--- config.mk ---
export PLATFORM = sky130hd
export DESIGN_NAME = text_cursor_loc_ctl
export DESIGN_NICKNAME = d
export VERILOG_FILES = /design/src/rtl/text_cursor_loc_ctl.sv
export SDC_FILE = /design/constraint.sdc
export NUM_CORES = 1
export LEC_CHECK = 0
export ABC_AREA = 1
export CAP_MARGIN = 20
export CORE_UTILIZATION = 54
export CTS_CLUSTER_DIAMETER = 50
export CTS_CLUSTER_SIZE = 10
export DETAILED_ROUTE_END_ITERATION = 8
export GPL_TIMING_DRIVEN = 0
export PLACE_DENSITY = 0.87
export SYNTH_ARGS = -nofsm -noshare
export SYNTH_HDL_FRONTEND = slang
export SYNTH_SLANG_ARGS = --single-unit
--- constraint.sdc ---
create_clock -name t_crt_clk -period 5.1 [get_ports t_crt_clk]
set_clock_uncertainty 0.15 [all_clocks]
set_input_delay 0.51 -clock t_crt_clk [delete_from_list [all_inputs] [get_ports t_crt_clk]]
set_output_delay 0.51 -clock t_crt_clk [all_outputs]
set_load 0.02 [all_outputs]
--- src/rtl/text_cursor_loc_ctl.sv ---
`timescale 1ns/1ps
// ----------------------------------------------------------------------------
// text_cursor_loc_ctl
// Text-mode character address / row-scan sequencer with cursor detection.
// It tracks the current character address and the scan line inside each text
// row. It also produces the registered cursor attribute bit for the character
// being fetched.
//
// Ports
//   t_crt_clk       CRT clock
//   h_reset         asynchronous reset, active-high
//   c_shift_ld      character-clock enable, one cycle per character
//   c_hde           horizontal display enable
//   c_line_end      pulse at end of each scan line
//   c_frame_start   pulse at start of frame (first displayed line)
//   c_start_addr    display start address (CR0C/CR0D)
//   c_offset        row offset (CR13)
//   c_max_scan      maximum scan line (CR09[4:0])
//   c_cur_start     cursor start scan line (CR0A[4:0])
//   c_cur_end       cursor end scan line (CR0B[4:0])
//   c_cursor_loc    cursor location (CR0E/CR0F)
//   char_addr       current character address
//   row_scan        current scan line within the character row
//   cursor_row_hit  combinational: row_scan lies within cursor start..end
//   m_att_data_b32  registered cursor attribute bit for the current character
// ----------------------------------------------------------------------------
module text_cursor_loc_ctl #(
    parameter int unsigned ADDR_W       = 16,
    parameter int unsigned SCAN_W       = 5,
    parameter int unsigned OFFSET_SHIFT = 1
) (
    input  logic              t_crt_clk,
    input  logic              h_reset,
    input  logic              c_shift_ld,
    input  logic              c_hde,
    input  logic              c_line_end,
    input  logic              c_frame_start,
    input  logic [ADDR_W-1:0] c_start_addr,
    input  logic [7:0]        c_offset,
    input  logic [SCAN_W-1:0] c_max_scan,
    input  logic [SCAN_W-1:0] c_cur_start,
    input  logic [SCAN_W-1:0] c_cur_end,
    input  logic [ADDR_W-1:0] c_cursor_loc,
    output logic [ADDR_W-1:0] char_addr,
    output logic [SCAN_W-1:0] row_scan,
    output logic              cursor_row_hit,
    output logic              m_att_data_b32
);

    logic [ADDR_W-1:0] char_addr_q, char_addr_d;
    logic [ADDR_W-1:0] line_base_q, line_base_d;
    logic [SCAN_W-1:0] row_scan_q,  row_scan_d;
    logic              att_q,       att_d;

    logic [ADDR_W-1:0] step_c;
    logic [ADDR_W-1:0] next_base_c;
    logic              addr_match_c;

    // Per-row address step; offset is in word units, wrap is silent.
    assign step_c       = ADDR_W'(c_offset) << OFFSET_SHIFT;
    assign next_base_c  = line_base_q + step_c;
    assign addr_match_c = (char_addr_q == c_cursor_loc);

    // An inverted start/end window gives no hit, so the cursor is suppressed.
    assign cursor_row_hit = (c_cur_start <= row_scan_q) && (row_scan_q <= c_cur_end);

    // Counter update: frame start beats line end, which beats character advance.
    always_comb begin
        char_addr_d = char_addr_q;
        line_base_d = line_base_q;
        row_scan_d  = row_scan_q;
        att_d       = att_q;

        if (c_frame_start) begin
            line_base_d = c_start_addr;
            char_addr_d = c_start_addr;
            row_scan_d  = '0;
        end else if (c_line_end) begin
            if (row_scan_q == c_max_scan) begin
                row_scan_d  = '0;
                line_base_d = next_base_c;
                char_addr_d = next_base_c;
            end else begin
                // A row_scan above max_scan keeps counting until it wraps to equality.
                row_scan_d  = row_scan_q + SCAN_W'(1);
                char_addr_d = line_base_q;
            end
        end else if (c_shift_ld && c_hde) begin
            char_addr_d = char_addr_q + ADDR_W'(1);
        end

        // The attribute samples the address and scan line from before this cycle's update.
        if (c_shift_ld) begin
            att_d = c_hde && cursor_row_hit && addr_match_c;
        end
    end

    always_ff @(posedge t_crt_clk or posedge h_reset) begin
        if (h_reset) begin
            char_addr_q <= '0;
            line_base_q <= '0;
            row_scan_q  <= '0;
            att_q       <= 1'b0;
        end else begin
            char_addr_q <= char_addr_d;
            line_base_q <= line_base_d;
            row_scan_q  <= row_scan_d;
            att_q       <= att_d;
        end
    end

    assign char_addr      = char_addr_q;
    assign row_scan       = row_scan_q;
    assign m_att_data_b32 = att_q;

endmodule
=== Yosys cells after proc, flatten, opt, wreduce, memory -nomap -nowiden ===
Cells that the tools add are included.

* Bitwise logic cells: 0
* Equal/unequal tests: 2
* Shift operators: 0
* Reduce and logical (&&, ||, !) cells: 6
* Divide/modulo/power cells: 0
* $lt $le $gt $ge: 2
* Add/sub/neg operators: 3
* Multiply operators: 0
* Muxes and demuxes: 9

{| class="wikitable"
|+ Operators with widths
! cell !! count
|-
| 16-bit two-way mux || 6
|-
| 16-bit by 1-bit adder with 16-bit output (second input constant) || 1
|-
| 16-bit by 9-bit adder with 16-bit output || 1
|-
| 16-bit == test || 1
|-
| 5-bit two-way mux || 3
|-
| 5-bit <= comparator || 2
|-
| 5-bit by 1-bit adder with 5-bit output (second input constant) || 1
|-
| 5-bit == test || 1
|-
| 1-bit logical AND || 4
|-
| 3-bit nonzero test || 1
|-
| 2-bit nonzero test || 1
|}

* Memories: 0
* Output and inout bits: 23
* Logic and storage cells: 26
* Bits in latches: 0
* Memory bits (read-only): 0
* Input bits: 61
* Memory bits (writable): 0
* Flip-flop bits (word level): 38

=== Longest topological paths before layout ===
* Depth after elaboration: 4
* Gate-level depth with buffers: 13
* Mapped depth without buffers: 13

=== Worst setup path after synthesis ===
No wires, ideal clock.

* Path kind: in2reg
* From: input port c_offset[0]
* To: register char_addr_q[7] (netlist: char_addr[7])
* Path buffers: 0
* Data required time: 4.830 ns
* Cell stages on the path: 13
* Library setup time: 0.120 ns
* Data arrival time: 1.860 ns
* Path slack: 2.970 ns
* Path through: ha_1 > inv_1 > fa_1 > inv_1 > nand3_1 > nand3_1 > nand2_1 > nand3_1 > nand2_1 > o21ai_1 > nand3_1 > o21ai_0 > inv_1

* Cells in the longest elaborated chain, start to end: 4

{| class="wikitable"
|+ RTL lines
! item !! line !! source
|-
| start, declared || 39 || <nowiki>input logic [7:0] c_offset,</nowiki>
|-
| 16-bit by 9-bit adder with 16-bit output || 61 || <nowiki>assign next_base_c = line_base_q + step_c;</nowiki>
|-
| 16-bit two-way mux || 79 || <nowiki>if (row_scan_q == c_max_scan) begin</nowiki>
|-
| 16-bit two-way mux || 78 || <nowiki>end else if (c_line_end) begin</nowiki>
|-
| 16-bit two-way mux || 74 || <nowiki>if (c_frame_start) begin</nowiki>
|-
| end signal, assigned || 105 || <nowiki>char_addr_q <= char_addr_d;</nowiki>
|-
| end, declared || 50 || <nowiki>logic [ADDR_W-1:0] char_addr_q, char_addr_d;</nowiki>
|}

Every way passes these cells.
A chain may end at the register's enable or synchronous reset.

=== Worst setup path in the final report ===
* From: input port c_cur_end[4]
* To: output port cursor_row_hit

* Cells in the longest elaborated chain, start to end: 2

{| class="wikitable"
|+ RTL lines
! item !! line !! source
|-
| start, declared || 42 || <nowiki>input logic [SCAN_W-1:0] c_cur_end,</nowiki>
|-
| 5-bit <= comparator || 65 || <nowiki>assign cursor_row_hit = (c_cur_start <= row_scan_q) && (row_scan_q <= c_cur_end);</nowiki>
|-
| 1-bit logical AND || 65 ||
|-
| end, declared || 46 || <nowiki>output logic cursor_row_hit,</nowiki>
|}

Every way passes these cells.

==> impl.org <==
** Outcome
- The run finished with clean final reports.

** Clock tree
- Total number of clock tree sinks :: 38
- The cell sitting at the root of the clock tree is a clkbuf_8.
- Insertion delay to the later sink of the worst-skew pair :: 310 ps
- # resized after CTS :: 0
- Hold repair after CTS inserted 0 buffers.
- Clock buffer depth :: 2
- Buffers added to address setup during post-CTS repair amount to 0.
- Clock-pin slew of the registers on the worst-case setup and hold paths :: about 90 ps
- Maximum level of the CTS H-tree :: 2
- Clock tree synthesis inserted a total of 5 buffers.
- TritonCTS clock tree :: done

** GRT
- Remaining global-route overflow :: 0
- Met2 Track Usage GR :: between 50% and 60%
- Most Used Layer, Global Route :: met2
- Number of global-route vias before repair :: 3476
- In the global route stage, met1 resource usage came out at roughly 42%.
- The initial antenna violation count was 0.
- Maximum number of pins on one net before global-route repair :: 39
- The first global-routing pass estimated 15.99 mm of wire.
- In the global route stage, overall resource usage came out at 32.30%.
- For this run, global-route usage on met3 was measured as 3.820%.

** Worst setup path
- In this run the critical register-to-register path is captured at char_addr[7]$_DFFE_PP0P_.
- Depth of the worst register-to-register path :: 13
- Req. time, crit path :: between 4000 and 5000 ps
- The worst setup path is captured at an output pin.
- STA classifies the critical path startpoint as an input pin.
- Worst reg-to-reg setup slack :: between 2000 and 3000 ps
- Peak fanout along the critical path :: 3
- The startpoint identified for the worst register-to-register timing path is line_base_q[1]$_DFFE_PP0N_.
- For the worst setup path, the data arrival time is ~2500 ps.
- The critical path is of the input pin to output pin type.

** Power and ir drop
- Final Power :: 1.025 mW
- Net switching power :: roughly 380 uW
- In this run, the combinational gates consume 37.3% of the power.
- The worst-case IR drop observed on VDD is 0.1348 mV.
- The internal power of the cells totals 644.2 uW.
- Static Leakage :: 2.082 nW
- Net switching is about 37% of the power.
- Sequential Power Share :: 36.6%
- For this design the ratio of total power to cell area is 233.6 mW/mm^2.
- Of the total power, the clock network draws a little over a quarter.

** Die
- Core outline area :: just under 0.006 sq mm
- Top-level port count :: 84
- Row generation in the floorplan step produced 28 rows.
- Die outline area :: 0.006531 sq mm
- In this run the vertical extent of the chip is 80.82 um.
- The initial utilization of the core area, before any placement, comes to 56.32%.
- The die is between 80 and 90 um wide.

** Synth
- The most common cell in the synthesized netlist is nand2_1.
- Of the synthesized area, sequential elements account for 28.35%.
- In the synthesized netlist the async set-or-reset flop fraction comes to 100.0%.
- Mean Syn Cell Area :: about 6.7 sq um
- EDFF count, synth :: 0
- After technology mapping, the gate count stands at 502.
- Number of distinct library cell variants in the gate-level netlist after synthesis :: 44
- Summing every instance area after synthesis gives 0.003354 sq mm.
- Sorting the synthesized cells by area gives the leading types as dfrtp_1 (28%), nand2_1 (15%), inv_1 (7.5%).
- Fraction of synthesized cell area taken by the top area cell type :: 28.35%
- The synthesized design contains 38 register bits.
- The synthesized design spends more area on one cell type than any other, namely dfrtp_1.
- Yosys printed 0 warnings.
- Top post-synthesis cells by count :: nand2_1 (136), inv_1 (67), nand3_1 (48)
- Synthesis produced a netlist with a net count of 584.
- Most instantiated flip-flop cell in the synthesis netlist :: dfrtp_1

** Timing
- The worst path uses around three fifths of the clock period.
- At the pin with the least slew margin, the transition time is 857.1 ps.
- Setup repair after global routing left no endpoint under its margin.
- The total count of hold-check failures in the final report came to 0.
- In this run the tightest slew margin relative to its limit is 42.78%.
- Minimum clock period after layout :: 3125 ps
- Derived from the worst setup path, the maximum achievable clock frequency is 320.0 MHz.
- Setup-violating endpoint count in the final report :: 0
- The count of pins over their slew limit is 0.
- Post-route setup TNS :: 0 ps

** Drt
- Detailed-route DRC error count :: 0
- The routed layout has 3724 vias.
- After detailed routing, the number of vias per cell comes to about 5.6.
- First-pass iteration count of the detailed router :: 6
- Number of nets with antenna violations after routing :: 0
- Routed WL per cell :: 15.12 um
- The final layout contains routed wiring with a total length of about 10 mm.
- The detailed router finished its first iteration with around 320 violations.

** Worst hold path
- In this run the worst hold path is classified as register to register.
- Hold Path Sink :: line_base_q[0]$_DFFE_PP0P_
- The worst hold path begins at line_base_q[0]$_DFFE_PP0P_.
- Hold Crit Depth :: 2

** Layout
- Summing all multi-input logic gate instances after layout gives 0.002056 sq mm.
- Area grow syn2layout :: 30.81%
- Fill cells :: between 400 and 500
- Diodes inserted :: 0
- At the end of the flow the core is filled with cells to 73.68%.
- At the end of the flow, the number of nets in the layout was 674.
- Registers take 950.9 sq um.
- Count of placed standard cells in the final layout, fillers left out :: 668
- Cells with a size suffix above 1 make up slightly below 7% of the layout.

** Run
- Max-cap violations in this run came to 0.

** Placed design
- The congestion estimate from routability-driven global placement came to 0.9514.
- In this run, placement finished with an instance count of 660.
- Buffers added on ports :: 83
- Dpl hpwl :: 7.855 mm
[sequential cells by signal (all words and copies together), names as in the netlist]
register        cells
char_addr          16
line_base_q        16
m_att_data_b32      1
row_scan            5
[worst max path at each step]
| stage | start | endpoint | slack, ps | cells past startpoint |
|---|---|---|---|---|
| after floorplan | c_offset[0] | char_addr[7]$_DFFE_PP0P_ | 2970 | 13 |
| after global placement | c_cur_end[2] | cursor_row_hit | 1990 | 9 |
| after detailed placement | c_cur_end[2] | cursor_row_hit | 1980 | 9 |
| after CTS | c_cur_end[2] | cursor_row_hit | 1960 | 9 |
| after global routing | c_cur_end[2] | cursor_row_hit | 1830 | 9 |
| final | c_cur_end[4] | cursor_row_hit | 1970 | 8 |
[worst max-delay path, stage by stage]
cell and delay [ps]:
clkdlybuf4s50_1 450, inv_1 40, ha_1 310, nand4_1 120
o21ai_0 300, nand2_1 90, inv_1 60, clkdlybuf4s50_1 590
[power by group through the flow]
stage	clock, mW	combinational (mW)	sequential, mW
3_3_place_gp	0	0.367	0.378
4_1_cts	0.264	0.379	0.374
6_report	0.267	0.382	0.375
3_5_place_dp	0	0.377	0.379
2_1_floorplan	0	0.210	0.393
5_1_grt	0.277	0.422	0.381
[area by class of cell]
class	instances	area share (%)
multi-input cells	379	46.85
flip-flops and latches	38	21.67
repair buffers	83	18.93
inverters	72	6.188
well taps	75	2.139
plain buffers	13	1.739
clock buffers	5	1.568
clock inverters	3	0.9125
[placed cells by master (no fill, tap or decap), drive strengths merged]
master         Yosys  final
nand2            140    140
clkdlybuf4s50      0     83
inv               70     70
nand3             52     52
nor2              50     50
dfrtp             38     38
o21ai             28     28
a21oi             27     27
ha                20     20
o211ai            15     15
clkbuf             7     12
nand4             10     10
xnor2              9      9
buf                6      6
xor2               5      5
nor3               5      5
clkinv             2      4
a22oi              3      3
a31oi              2      2
o221ai             2      2
o2111ai            2      2
a21o               1      1
o21bai             1      1
a21boi             1      1
o31ai              1      1
nor4               1      1
or2                1      1
a211oi             1      1
o22ai              1      1
fa                 1      1
bufinv             0      1
[kinds of logic (layout without fill, tap and decap cells)]
kind of cell,after synthesis,in the layout,share of synthesized area [%]
and+or+nand+nor,259,259,34.09
AOI/OAI and AO/OA,85,85,15.48
buffers and inverters,85,176,10.37
DFF,38,38,28.35
adders and majority gates,21,21,8.057
xor gates and xnor gates,14,14,3.655
[layer usage]
| metal | vias up | share of wire (%) |
|---|---|---|
| met4 | 0 | 0.98 |
| met2 | 129 | 50 |
| li1 | 1838 | - |
| met3 | 12 | 6.3 |
| met1 | 1745 | 43 |
| met5 | - | 0 |
[through the flow]
| stage | setup slack [ps] | area, sq um | hold slack [ps] |
|---|---|---|---|
| after floorplan | 2970 | 3354 | 286.4 |
| after global placement | 1988 | 4279 | 299.1 |
| after detailed placement | 1975 | 4279 | 309.8 |
| after CTS | 1964 | 4388 | 327.3 |
| after global routing | 1826 | 4388 | 374.5 |
| final | 1975 | 4388 | 326.9 |
Note: power is estimated with default switching activity, not from simulation.
==> variant: new RTL, same flow settings <==
Set the parameter `ADDR_W` to 17 (it was 16).
--- a/src/rtl/text_cursor_loc_ctl.sv
+++ b/src/rtl/text_cursor_loc_ctl.sv
@@ -25,7 +25,7 @@
 //   m_att_data_b32  registered cursor attribute bit for the current character
 // ----------------------------------------------------------------------------
 module text_cursor_loc_ctl #(
-    parameter int unsigned ADDR_W       = 16,
+    parameter int unsigned ADDR_W       = 17,
     parameter int unsigned SCAN_W       = 5,
     parameter int unsigned OFFSET_SHIFT = 1
 ) (
Ports: changed (resized c_cursor_loc, c_start_addr and char_addr); port bits go from 84 to 87. The function was not compared with the original's and may differ.
==> variant against the original RTL <==
Power grew 4.8%. Design area increased by 3.2%. Routed wire length fell by 0.88%. Sequential cell count is 2 higher. Worst setup slack lost 90 ps. Synthesized area increased by 3.1%. Die area is 3.0% higher. Critical path type unchanged. Critical endpoint unchanged.
==> variant: results (changes against the original RTL) <==
Library cells used by synthesis: 39 (was 44)
Nets: 693 (was 674)
Setup bufs post-CTS: 0 (unchanged)
Register area share after synthesis: 0.290 (was 0.283)
Final setup violating endpoints: 0 (unchanged)
Number of buffers created by CTS: 5 (unchanged)
Post-DP HPWL: 7810 microns (was 7850 microns)
FF-to-FF Start: line_base_q[1]$_DFFE_PP0N_ (unchanged)
Clock transition at the registers of the reported paths: 80 ps
Crit-path slowest cell: clkdlybuf4s50_1 (unchanged)
Status: finished, final reports clean (unchanged)
Worst Path Arrival: 2560 ps (was 2470 ps)
Max Buffers Root-to-Sink: 2 (unchanged)
Dpl ws: 1910 ps (was 1980 ps)
CTS Root Cell: clkbuf_8 (unchanged)
# resized after CTS: 0 (unchanged)
HP Start: line_base_q[0]$_DFFE_PP0P_ (unchanged)
Worst slew margin: 0.417 (was 0.428)
I/O Buffers: 85 (was 83)
Largest delay contributor family on the critical path: buffers and inverters (unchanged)
Peak fanout along the critical path: 2 (was 3)
Post-synth ARST share: 1.00 (unchanged)
N_diodes: 0 (unchanged)
Routed vias: 3862 (was 3724)
Ratio of cells with drive above 1 in the final layout: 0.0689 (was 0.0675)
Clk_lat worst skew: 310 ps (about the same)
GRT Util Overall: 0.317 (was 0.323)
Initial antenna violation count: 0 (unchanged)
CTS H-tree depth: 2 (unchanged)
Maximum vdd drop: 0.000193 V (was 0.000135 V)
Commonest cells in the netlist: nand2_1, inv_1, nand3_1, dfrtp_1, nor2_1 (was nand2_1, inv_1, nand3_1, nor2_1, dfrtp_1)
Routability congestion estimate: 0.924 (was 0.951)
P_leak: 0.00221 uW (was 0.00208 uW)
Syn. warnings: 0 (unchanged)
Routed length per placed instance: 14.6 microns (was 15.1 microns)
First-pass GRT wire length: 16200 microns (was 16000 microns)
Register-to-register setup slack: 2800 ps (was 2790 ps)
Worst R2R End: line_base_q[9]$_DFFE_PP0N_ (was char_addr[7]$_DFFE_PP0P_)
Pre-antenna DRT Iters: 5 (was 6)
Vias in the first global route: 3640 (was 3476)
Synth area leaders: dfrtp_1, nand2_1, inv_1, ha_1, nand3_1 (unchanged)
Period utilisation layout: 0.630 (was 0.613)
Crit path largest cell delay: 600 ps
DR iter-0 viols: 315 (was 316)
Net Count, Synth: 601 (was 584)
Worst hold path type: flop to flop (unchanged)
R2R depth: 10 (was 13)
Largest net degree at the start of global routing: 41 (was 39)
Crit path from: c_cur_end[2] (was c_cur_end[4])
Worst setup endpoint: cursor_row_hit (unchanged)
[variant: logic make-up (layout without fill, tap and decap cells)]
group           after synthesis  in the layout  synth area share
simple gates                245            245             0.312
buf+inv                     100            193             0.118
compound gates               96             96             0.164
flops                        40             40             0.290
fa+ha+maj                    21             21            0.0782
xor+xnor                     15             15            0.0380
[variant: final cells by class]
type	count	area, sq um
Buffer	12	78.8
Inverter	88	330
Fill cell	477	1530
Sequential cell	40	1000
Clock inverter	1	30.0
Clock buffer	7	96.3
Timing Repair Buffer	85	851
Tap cell	75	93.8
Multi-Input combinational cell	377	2050
[variant: routing by layer]
| layer | up-vias | global-route usage | part of all wire |
|---|---|---|---|
| met1 | 1767 | 0.413 | 0.44 |
| met2 | 193 | 0.540 | 0.47 |
| li1 | 1882 | - | - |
| met3 | 20 | 0.0444 | 0.075 |
| met4 | 0 | 0.100 | 0.016 |
| met5 | - | 0 | 0 |
[variant: how the worst min path moves through the flow]
stage,cells past startpoint,slack [ps],end
after floorplan,2,290,line_base_q[0]$_DFFE_PP0P_
after global placement,2,300,line_base_q[0]$_DFFE_PP0P_
after detailed placement,2,320,line_base_q[0]$_DFFE_PP0P_
after CTS,2,340,line_base_q[0]$_DFFE_PP0P_
after global routing,2,350,line_base_q[0]$_DFFE_PP0P_
final,2,330,line_base_q[0]$_DFFE_PP0P_
[variant: power breakdown]
| group | switching, uW | internal (uW) | total [uW] | leakage (uW) |
|---|---|---|---|---|
| logic | 214 | 168 | 382 | 0.00165 |
| clock network | 125 | 173 | 297 | 0.0000645 |
| registers | 43.5 | 351 | 394 | 0.000493 |
[variant: per-stage QoR]
step	hold WS, ps	instances	instance area (sq um)
global route	350	685	4530
finish	335	685	4530
floorplan	286	517	3460
detailed placement	317	677	4400
CTS	337	685	4530
global placement	302	677	4400
